==> src/rtl/ctrl_pkg.sv <==
// ctrl_pkg: shared definitions for the accelerator instruction path.
//   INSTR_W / OPC_LSB / OPC_W : 64-bit instruction word geometry (opcode in bits [4:0]).
//   OPC_*                     : opcode constants understood by the controller.
//   is_stream_op()            : 1 for opcodes that stream through the array (MAC, Send-weights).
package ctrl_pkg;

    localparam int unsigned INSTR_W = 64;
    localparam int unsigned OPC_LSB = 0;
    localparam int unsigned OPC_W   = 5;

    typedef logic [OPC_W-1:0] opc_t;

    localparam opc_t OPC_NONE    = 5'b00000;
    localparam opc_t OPC_MAC     = 5'b00001;
    localparam opc_t OPC_SEND_WT = 5'b00010;
    localparam opc_t OPC_STORE   = 5'b00011;
    localparam opc_t OPC_RX_INP  = 5'b00100;
    localparam opc_t OPC_RX_WT   = 5'b00101;
    localparam opc_t OPC_TX_OUT  = 5'b00110;
    localparam opc_t OPC_ACC_RST = 5'b00111;
    localparam opc_t OPC_NOP     = 5'b11111;

    function automatic logic is_stream_op(input logic [INSTR_W-1:0] word);
        opc_t opc;
        opc = word[OPC_LSB +: OPC_W];
        return (opc == OPC_MAC) || (opc == OPC_SEND_WT);
    endfunction

endpackage

==> src/rtl/instr_issue_queue_if.sv <==
// instr_issue_queue_if: host-side and issue-side signals of the instruction issue queue.
//   host_instr  [63:0]  host -> queue   instruction word
//   host_valid          host -> queue   host_instr valid
//   host_ready          queue -> host   queue can accept (~full & ~flush)
//   flush               host -> queue   synchronous drop of queue contents / stall
//   instruction [63:0]  queue -> ctrl   registered instruction, zero when idle
//   issue_busy          queue -> ctrl   1 while the issuer is stalled behind a streaming op
//   fifo_count          queue -> host   occupancy 0..DEPTH
//   stat_issued/stat_stall (only with IIQ_STATS_EN): non-zero words issued / stall cycles
// modport master = host/environment side, modport slave = the queue.
interface instr_issue_queue_if #(
    parameter int unsigned DEPTH = 16
);
    import ctrl_pkg::*;

    localparam int unsigned CNT_W = $clog2(DEPTH) + 1;

    logic [INSTR_W-1:0] host_instr;
    logic               host_valid;
    logic               host_ready;
    logic               flush;
    logic [INSTR_W-1:0] instruction;
    logic               issue_busy;
    logic [CNT_W-1:0]   fifo_count;
`ifdef IIQ_STATS_EN
    logic [31:0]        stat_issued;
    logic [31:0]        stat_stall;

    modport master (
        output host_instr, host_valid, flush,
        input  host_ready, instruction, issue_busy, fifo_count, stat_issued, stat_stall
    );
    modport slave (
        input  host_instr, host_valid, flush,
        output host_ready, instruction, issue_busy, fifo_count, stat_issued, stat_stall
    );
`else
    modport master (
        output host_instr, host_valid, flush,
        input  host_ready, instruction, issue_busy, fifo_count
    );
    modport slave (
        input  host_instr, host_valid, flush,
        output host_ready, instruction, issue_busy, fifo_count
    );
`endif

endinterface

==> src/rtl/instr_issue_queue_sync_fifo.sv <==
// sync_fifo: single-clock FIFO storage for the issue queue.
//   clk, rst      clock, asynchronous active-high reset
//   i_clear       synchronous empty (wins over push/pop)
//   i_push/i_wdata write request; ignored when full, even if a pop happens in the same cycle
//   i_pop         read request; ignored when empty
//   o_rdata       head entry (combinational read)
//   o_full/o_empty/o_count  status, count is 0..DEPTH
module sync_fifo #(
    parameter int unsigned WIDTH = 64,
    parameter int unsigned DEPTH = 16,
    localparam int unsigned PTR_W = $clog2(DEPTH),
    localparam int unsigned CNT_W = PTR_W + 1
) (
    input  logic             clk,
    input  logic             rst,
    input  logic             i_clear,
    input  logic             i_push,
    input  logic [WIDTH-1:0] i_wdata,
    input  logic             i_pop,
    output logic [WIDTH-1:0] o_rdata,
    output logic             o_full,
    output logic             o_empty,
    output logic [CNT_W-1:0] o_count
);

    logic [WIDTH-1:0] r_mem [DEPTH];
    logic [PTR_W-1:0] r_wptr;
    logic [PTR_W-1:0] r_rptr;
    logic [CNT_W-1:0] r_count;
    logic             w_do_push;
    logic             w_do_pop;

    assign o_full    = (r_count == CNT_W'(DEPTH));
    assign o_empty   = (r_count == '0);
    assign w_do_push = i_push & ~o_full & ~i_clear;
    assign w_do_pop  = i_pop & ~o_empty & ~i_clear;
    assign o_count   = r_count;
    assign o_rdata   = r_mem[r_rptr];

    // DEPTH is a power of two, so pointers wrap naturally.
    always_ff @(posedge clk or posedge rst) begin
        if (rst) begin
            r_wptr  <= '0;
            r_rptr  <= '0;
            r_count <= '0;
        end else if (i_clear) begin
            r_wptr  <= '0;
            r_rptr  <= '0;
            r_count <= '0;
        end else begin
            if (w_do_push) r_wptr <= r_wptr + PTR_W'(1);
            if (w_do_pop)  r_rptr <= r_rptr + PTR_W'(1);
            case ({w_do_push, w_do_pop})
                2'b10:   r_count <= r_count + CNT_W'(1);
                2'b01:   r_count <= r_count - CNT_W'(1);
                default: r_count <= r_count;
            endcase
        end
    end

    // Storage needs no reset; contents are only visible through valid pointers.
    always_ff @(posedge clk) begin
        if (w_do_push) r_mem[r_wptr] <= i_wdata;
    end

endmodule

==> src/rtl/instr_issue_queue.sv <==
// instr_issue_queue: buffers 64-bit host instructions and issues at most one per cycle on a
// registered bus to the instruction decoder. After a streaming op (MAC, Send-weights) it
// inserts STREAM_CYCLES all-zero words while the array drains.
//   clk  clock (posedge)
//   rst  asynchronous active-high reset
//   bus  instr_issue_queue_if.slave: host_instr/host_valid/host_ready/flush in,
//        instruction/issue_busy/fifo_count out (+ stat_issued/stat_stall)
// Optional feature: define IIQ_STATS_EN to add the stat_issued / stat_stall counters.
module instr_issue_queue
    import ctrl_pkg::*;
#(
    parameter int unsigned DEPTH         = 16,
    parameter int unsigned STREAM_CYCLES = 8
) (
    input  logic                 clk,
    input  logic                 rst,
    instr_issue_queue_if.slave   bus
);

    localparam int unsigned CNT_W = $clog2(DEPTH) + 1;
    localparam int unsigned SC_W  = $clog2(STREAM_CYCLES + 1);

    typedef enum logic {
        StIssue,
        StStall
    } state_e;

    state_e             r_state;
    state_e             w_state_next;
    logic [SC_W-1:0]    r_stall_cnt;
    logic [SC_W-1:0]    w_stall_cnt_next;
    logic [INSTR_W-1:0] r_instr;
    logic [INSTR_W-1:0] w_instr_next;

    logic               w_fifo_full;
    logic               w_fifo_empty;
    logic [INSTR_W-1:0] w_head;
    logic [CNT_W-1:0]   w_count;
    logic               w_push;
    logic               w_pop;

    assign bus.host_ready = ~w_fifo_full & ~bus.flush;
    assign w_push         = bus.host_valid & bus.host_ready;
    assign w_pop          = (r_state == StIssue) & ~w_fifo_empty & ~bus.flush;

    sync_fifo #(
        .WIDTH (INSTR_W),
        .DEPTH (DEPTH)
    ) u_fifo (
        .clk     (clk),
        .rst     (rst),
        .i_clear (bus.flush),
        .i_push  (w_push),
        .i_wdata (bus.host_instr),
        .i_pop   (w_pop),
        .o_rdata (w_head),
        .o_full  (w_fifo_full),
        .o_empty (w_fifo_empty),
        .o_count (w_count)
    );

    always_comb begin
        w_state_next     = r_state;
        w_stall_cnt_next = r_stall_cnt;
        w_instr_next     = '0;
        if (bus.flush) begin
            w_state_next     = StIssue;
            w_stall_cnt_next = '0;
        end else begin
            unique case (r_state)
                StIssue: begin
                    if (!w_fifo_empty) begin
                        w_instr_next = w_head;
                        if (is_stream_op(w_head)) begin
                            w_state_next     = StStall;
                            w_stall_cnt_next = SC_W'(STREAM_CYCLES);
                        end
                    end
                end
                StStall: begin
                    // Leaving at count 1 yields exactly STREAM_CYCLES zero words.
                    w_stall_cnt_next = r_stall_cnt - SC_W'(1);
                    if (r_stall_cnt == SC_W'(1)) begin
                        w_state_next = StIssue;
                    end
                end
                default: begin
                    w_state_next     = StIssue;
                    w_stall_cnt_next = '0;
                end
            endcase
        end
    end

    always_ff @(posedge clk or posedge rst) begin
        if (rst) begin
            r_state     <= StIssue;
            r_stall_cnt <= '0;
            r_instr     <= '0;
        end else begin
            r_state     <= w_state_next;
            r_stall_cnt <= w_stall_cnt_next;
            r_instr     <= w_instr_next;
        end
    end

    assign bus.instruction = r_instr;
    assign bus.issue_busy  = (r_state == StStall);
    assign bus.fifo_count  = w_count;

`ifdef IIQ_STATS_EN
    logic [31:0] r_stat_issued;
    logic [31:0] r_stat_stall;

    always_ff @(posedge clk or posedge rst) begin
        if (rst) begin
            r_stat_issued <= '0;
            r_stat_stall  <= '0;
        end else if (bus.flush) begin
            r_stat_issued <= '0;
            r_stat_stall  <= '0;
        end else begin
            if (w_instr_next != '0)  r_stat_issued <= r_stat_issued + 32'd1;
            if (r_state == StStall)  r_stat_stall  <= r_stat_stall + 32'd1;
        end
    end

    assign bus.stat_issued = r_stat_issued;
    assign bus.stat_stall  = r_stat_stall;
`endif

endmodule
==> src/flat_wrapper.sv <==
// flat-port wrapper written by rule: the top's interface ports become plain ports
module instr_issue_queue_flat import ctrl_pkg::*;
#(
    parameter int unsigned DEPTH         = 16,
    parameter int unsigned STREAM_CYCLES = 8
)
  (clk, rst, bus_host_instr, bus_host_valid, bus_flush, bus_host_ready, bus_instruction, bus_issue_busy, bus_fifo_count);
  instr_issue_queue_if #(.DEPTH(DEPTH)) bus_i ();
  input  logic clk;
  input  logic rst;
  input wire logic [$bits(bus_i.host_instr)-1:0] bus_host_instr;
  input wire logic [$bits(bus_i.host_valid)-1:0] bus_host_valid;
  input wire logic [$bits(bus_i.flush)-1:0] bus_flush;
  output wire logic [$bits(bus_i.host_ready)-1:0] bus_host_ready;
  output wire logic [$bits(bus_i.instruction)-1:0] bus_instruction;
  output wire logic [$bits(bus_i.issue_busy)-1:0] bus_issue_busy;
  output wire logic [$bits(bus_i.fifo_count)-1:0] bus_fifo_count;
  assign bus_i.host_instr = bus_host_instr;
  assign bus_i.host_valid = bus_host_valid;
  assign bus_i.flush = bus_flush;
  assign bus_host_ready = bus_i.host_ready;
  assign bus_instruction = bus_i.instruction;
  assign bus_issue_busy = bus_i.issue_busy;
  assign bus_fifo_count = bus_i.fifo_count;
  instr_issue_queue #(.DEPTH(DEPTH), .STREAM_CYCLES(STREAM_CYCLES)) u_core (.clk(clk), .rst(rst), .bus(bus_i));
endmodule
==> config.mk <==
export PLATFORM = sky130hd
export DESIGN_NAME = instr_issue_queue_flat
export DESIGN_NICKNAME = d
export VERILOG_FILES = /design/src/rtl/ctrl_pkg.sv /design/src/rtl/instr_issue_queue_if.sv /design/src/rtl/instr_issue_queue_sync_fifo.sv /design/src/rtl/instr_issue_queue.sv /design/src/flat_wrapper.sv
export SDC_FILE = /design/constraint.sdc
export NUM_CORES = 1
export LEC_CHECK = 0
export ABC_CLOCK_PERIOD_IN_PS = 5100
export BUFFER_PORTS_ARGS = -buffer_cell sky130_fd_sc_hd__buf_2
export CAP_MARGIN = 0
export CORE_UTILIZATION = 35
export DETAILED_ROUTE_END_ITERATION = 6
export GPL_TIMING_DRIVEN = 0
export RECOVER_POWER = 50
export SETUP_SLACK_MARGIN = 0.1
export SLEW_MARGIN = 20
export SYNTH_ARGS = -nofsm -noshare
export SYNTH_HDL_FRONTEND = slang
export SYNTH_HIERARCHICAL = 1
export SYNTH_SLANG_ARGS = --single-unit
==> constraint.sdc <==
create_clock -name clk -period 5.1 [get_ports clk]
set_input_delay 0 -clock clk [delete_from_list [all_inputs] [get_ports clk]]
set_output_delay 0 -clock clk [all_outputs]
set_load 0.005 [all_outputs]
==> results.cfg, run 1 <==
[outcome]
status = completed

[yosys]
synth_simple_gate_area_share_pct = 1.84
synth-edff-count = 1024
yosysSeqAreaShare_pct = 78.5
synthMuxAreaShare_pct = 17.4
synth.net_count = 1786
synth_top_family_by_area = multiplexers
synth_async_sr_flop_share_pct = 7.41
avgSynthCellArea_sq_um = 24.5
synthFlopType = edfxtp_1
synth_compound_gate_area_share_pct = 0.437
yosys.area_share.adder_pct = 0.347
synthXorXnorAreaFrac_pct = 0.189
ys_types = 53
syn_inst = 1707
yosysWarnings = 6
syn_area_sq_um = 41800
synth-seq-cells = 1106

[clock_network]
path_clk_slew_ps = 60
cts.path.max_buffers = 3
cts_buffers = 111
cts_tree = built
clock_sinks = 1106
root_buffer = clkbuf_16
clk_latency_ps = 690
cts-htree-levels = 3

[sta]
slew_violations = 0
setup_viol = 0
hold_viol = 0
final.setup.worst_slack_ps = 927
period_share_pct = 81.8
max_clock_freq_ghz = 0.240
grt_setup_unrepaired = no
slew_headroom_pct = 11.5
min_period_ps = 4170
tightest_slew_ps = 1320
fin_skew_ps = 27.9

[worst_setup_path]
cp-end-kind = register
arrival_ps = 4540
critical_path_required_ps = 5470
crit_type = register to register
start_kind = register
cp_max_fo = 16

[power_and_ir_drop]
ir_worst_vdd_mv = 0.301
power.density_nw_per_um2 = 363
leakage_nw = 15.9
power_mw = 18.3

[global_route]
track_usage_pct = 16.5
antenna_found_initial = 12
grt_pass1_wl_mm = 144
grt_max_degree = 49
grt_pass1_vias = 20428
grt-ovfl-total = 0

[place]
hpwl_mm = 64.5
place_congestion = 0.760
dpl_worst_slack_ps = 1050
port_buffers = 138

[floorplanning]
die_h_microns = 348
ios = 139
core_sq_um = 118000
num_rows = 126
die_area_sq_um = 121000
start_util_pct = 35.4
die_w_microns = 348

[route]
drt-total-wl_mm = 99.2
final_antenna_net_count = 0
drc = 0
wl_per_cell_microns = 26.6
firstDrtPassIters = 5
routed_via_density = 5.19
num_vias = 19336
drt_iter0_drc = 1705

[cells_and_area]
final_common_cell = edfxtp_1
layout-area-overhead-vs-synth_pct = 20.3
drive_gt1_share_pct = 30.4
layout_common_cells = edfxtp_1 (1,024), mux4_2 (320), clkbuf_1 (161)
final_net_count = 2170

[job]
drv_cap = 0

[min_path]
min_path_type = input pin to register
[routing by layer]
metal,part of all wire (%),vias up,wire length (microns),global-route usage (%)
li1,-,8044,-,-
met5,0.10,-,103,0
met2,51,595,51000,28.6
met4,1.6,16,1600,3.56
met1,42,10555,41200,21.8
met3,5.4,126,5350,2.86
[worst paths after layout]
kind	startpoint	end	slack, ps	cells past startpoint
worst min register to register	u_core/r_stall_cnt[3]	u_core/r_stall_cnt[3]	640	2
max in group asynchronous	rst	u_core/bus.instruction[39]	3420	5
worst max register to register	u_core/u_fifo/o_count[4]	u_core/u_fifo/r_mem[12][19]	930	12
min in group asynchronous	rst	u_core/u_fifo/o_count[1]	510	4
worst min-delay path	bus_flush	u_core/r_stall_cnt[3]	190	3
worst max-delay path	u_core/u_fifo/o_count[4]	u_core/u_fifo/r_mem[12][19]	930	12
[power by group]
group | switching, mW | internal [mW] | leakage (nW) | total (mW)
combinational | 0.248 | 0.143 | 3.77 | 0.391
sequential | 0.0147 | 9.96 | 10.4 | 9.97
clock | 3.33 | 4.58 | 1.74 | 7.91
[cell type report]
class | count | area (sq um)
fillers | 10050 | 67900
clock buffers | 166 | 3160
inverters | 12 | 46.3
plain buffers | 85 | 509
multi-input cells | 504 | 8580
clock inverters | 43 | 415
diodes | 6 | 15.0
well taps | 1536 | 1920
flip-flops and latches | 1106 | 32800
repair buffers | 271 | 2850
[cells in the mapped netlist, types with 8 or more instances]
cell type,number,share of area [%]
edfxtp_1,1024,74
inv_1,11,0.099
buf_4,16,0.29
mux4_2,320,17
and2_1,66,0.99
nor2_1,33,0.30
nand2_1,8,0.072
ha_1,10,0.30
buf_6,15,0.40
dfrtp_1,82,4.9
buf_2,13,0.16
clkbuf_1,34,0.31
[state kept, by name (all words and copies together) (netlist names)]
signal	cells
u_core/bus.issue_busy	1
u_core/u_fifo/o_count	5
u_core/u_fifo/r_mem	1024
u_core/bus.instruction	64
u_core/u_fifo/r_wptr	4
u_core/r_stall_cnt	4
u_core/u_fifo/r_rptr	4
[worst max-delay path, stage by stage (launching register included)]
cell	delay, ps
dfrtp_1	400
clkbuf_1	220
inv_1	200
nor2_1	100
nor2_1	120
and2_1	300
inv_1	170
a21oi_1	550
nand2_1	410
nor2_4	730
buf_8	250
buf_16	190
buf_16	190
[metrics by stage]
step,instances,cell area [sq um],util (%),hold WS [ps],setup TNS [ps]
finish,3729,50300,42.5,189,0
global route,3725,50300,42.5,185,0
CTS,3722,50400,42.6,140,0
detailed placement,3445,46100,39.0,-5.10,0
global placement,3381,44400,37.6,69.8,-3945430
floorplan,1707,41800,-,-123,0
[what timing repair did]
action	CTS	global route
hold buffers	68	0
setup buffers	0	0
hold endpoints to repair	1131	0
gates resized for setup	0	0
[logic make-up after synthesis]
group | after synthesis
xor gates and xnor gates | 9
DFF | 1106
and+or+nand+nor | 134
adders and majority gates | 11
AOI/OAI and AO/OA | 23
buffers and inverters | 97
muxes | 327
Note: power is estimated with default switching activity, not from simulation.
==> run 2: changes to the inputs <==
ABC_AREA = 1   (was not set)
ABC_CLOCK_PERIOD_IN_PS = 4000   (was 5100)
clock period = 4 ns   (was 5.1 ns; I/O delays follow)
==> run 2 against run 1 <==
The flow now finishes with violations (max-capacitance violations, max-slew violations). Power grew 53%. Synthesized cell count grew 110%. Critical path depth up 1. Combinational power rose to 12 times the previous value. Register-to-register slack got worse by 440 ps. Maximum frequency grew 19%. Flip-flop and latch count stayed put. Final cell count increased by 56%. Critical path type unchanged. Largest power group unchanged. Highest routed layer is now met4.
==> results.cfg, run 2 <==
[outcome]
status = complete, but fails checks
violations = max-capacitance violations, max-slew violations

[power_and_ir_drop]
power.density_nw_per_um2 = 514
leakage_nw = 19.6
ir_worst_vdd_mv = 0.340

[route]
drc = 0
final_antenna_net_count = 0
drt_iter0_drc = 3462
routed_via_density = 5.15
firstDrtPassIters = 6
drt-total-wl_mm = 136
num_vias = 29980
wl_per_cell_microns = 23.3

[place]
port_buffers = 138
dp.cells = 5543
dpl_worst_slack_ps = 699
hpwl_mm = 91.4
place_congestion = 0.803
place_area_sq_um = 50300

[cells_and_area]
layout_common_cells = edfxtp_1 (1,024), inv_1 (598), nand3_1 (402)
finalNonFillerCells = 5817
final_net_count = 4061
top_register = u_core/u_fifo/r_mem
final_common_cell = edfxtp_1
final_area_sq_um = 54300
layout-area-overhead-vs-synth_pct = 19.1
largest_reg_flops = 1024
drive_gt1_share_pct = 14.3
final_util_pct = 42.0
fill_cells = 11914

[global_route]
grt_pass1_wl_mm = 197
grt-ovfl-total = 0
track_usage_pct = 20.4
antenna_found_initial = 1
grt_max_degree = 41
grt_pass1_vias = 29171

[sta]
slew_violations = 31
slew_headroom_pct = -5.02
period_share_pct = 87.7
max_clock_freq_ghz = 0.285
tightest_slew_ps = 1570
setup_tns_ps = 0
fin_skew_ps = 21.8
min_period_ps = 3510
hold_viol = 0
final.setup.worst_slack_ps = 491
grt_setup_unrepaired = no
setup_viol = 0

[min_path]
min_path_cells = 5
min_path_type = input pin to register

[job]
drv_cap = 1

[worst_setup_path]
cp_max_fo = 10
arrival_ps = 4100
start_kind = register
crit_type = register to register
reg2regPathDepth = 13
critical_path_required_ps = 4590
cp-end-kind = register

[yosys]
ys_types = 28
synth-edff-count = 1024
syn_inst = 3595
synth_simple_gate_area_share_pct = 8.36
yosysMostFrequentCell = edfxtp_1
yosysTopAreaCellShare_pct = 67.4
yosysSeqAreaShare_pct = 71.9
yosys.area_share.adder_pct = 0.318
yosysTopAreaCell = edfxtp_1
synthXorXnorAreaFrac_pct = 0.0384
synth_top_family_by_area = compound AO/OA/AOI/OAI gates
yosysWarnings = 6
syn_area_sq_um = 45600
avgSynthCellArea_sq_um = 12.7
yosys-top-cells-count = edfxtp_1 (1,024), inv_1 (599), nand3_1 (402), nand2_1 (364), o21ai_0 (271)
synth_compound_gate_area_share_pct = 11.5
synthFlopType = edfxtp_1
synth_async_sr_flop_share_pct = 7.41
synth.net_count = 3674
synth-seq-cells = 1106
ys_top_cells_by_area = edfxtp_1 (67%), inv_1 (4.9%), dfrtp_1 (4.5%)
synthMuxAreaShare_pct = 0

[floorplanning]
ios = 139
die_area_sq_um = 132000
start_util_pct = 35.3
core_sq_um = 129000
die_w_microns = 363
num_rows = 132
die_h_microns = 363

[clock_network]
clk_latency_ps = 690
clock_sinks = 1106
cts-htree-levels = 3
cts_tree = built
root_buffer = clkbuf_16
cts.path.max_buffers = 3
path_clk_slew_ps = 60
cts_buffers = 111
[run 2: timing repair]
item / in CTS / in global routing
hold buffers: 68 / 0
buffers inserted: 0 / 0
hold endpoints to repair: 1121 / 0
resized for setup: 0 / 0
[run 2: metal layers]
layer | track usage, % | vias up | part of all wire (%)
li1 | - | 13427 | -
met1 | 28.6 | 14977 | 42
met2 | 32.5 | 1379 | 46
met3 | 3.68 | 197 | 9.1
met4 | 5.64 | 0 | 2.5
met5 | 0 | - | 0
[run 2: final cells by class]
cell class / instances / area [sq um] / area share [%]
Inverter: 601 / 2260 / 4.16
Timing Repair Buffer: 274 / 2880 / 5.30
Tap cell: 1742 / 2180 / 4.01
Sequential cell: 1106 / 32800 / 60.4
Clock inverter: 61 / 430 / 0.792
Clock buffer: 144 / 3080 / 5.67
Multi-Input combinational cell: 1668 / 9340 / 17.2
Buffer: 220 / 1340 / 2.47
Antenna cell: 1 / 2.50 / 0.00461
[run 2: worst paths after layout]
path	start	to	slack, ps
max	u_core/u_fifo/r_rptr[0]	u_core/r_stall_cnt[0]	490
min	bus_flush	u_core/u_fifo/o_count[4]	210
max reg2reg	u_core/u_fifo/r_rptr[0]	u_core/r_stall_cnt[0]	490
min reg2reg	u_core/r_stall_cnt[1]	u_core/r_stall_cnt[1]	540
max in group asynchronous	rst	u_core/bus.instruction[30]	1370
min in group asynchronous	rst	u_core/u_fifo/o_count[0]	520
[run 2: cells by family after synthesis]
family / after synthesis
flip-flops: 1106
AND/OR/NAND/NOR: 866
buffers and inverters: 821
AO/OA/AOI/OAI: 789
adder cells (fa/ha/maj): 11
XOR/XNOR: 2
[run 2: per-stage QoR]
stage,power (mW),hold slack (ps)
final,27.9,214
after global routing,28.9,246
after CTS,28.1,168
after detailed placement,18.0,23.7
after global placement,17.9,88.8
after floorplan,16.0,-123
[run 2: where the power goes]
part	internal [mW]	total (mW)	switching [mW]	leakage (nW)
Clock	5.71	10.1	4.38	1.71
Sequential	13.0	13.1	0.127	10.3
Combinational	1.43	4.66	3.23	7.57
[run 2: critical path, stage by stage, from the launching register on]
cell and delay (ps):
dfrtp_1 380, buf_6 220, clkbuf_1 910, clkbuf_1 550
o21ai_0 220, nand3_1 110, nand3_1 180, nand2_1 210
inv_1 80, nand2_1 60, nand2_1 50, nand3_1 130
nand2_1 120, o21ai_0 190
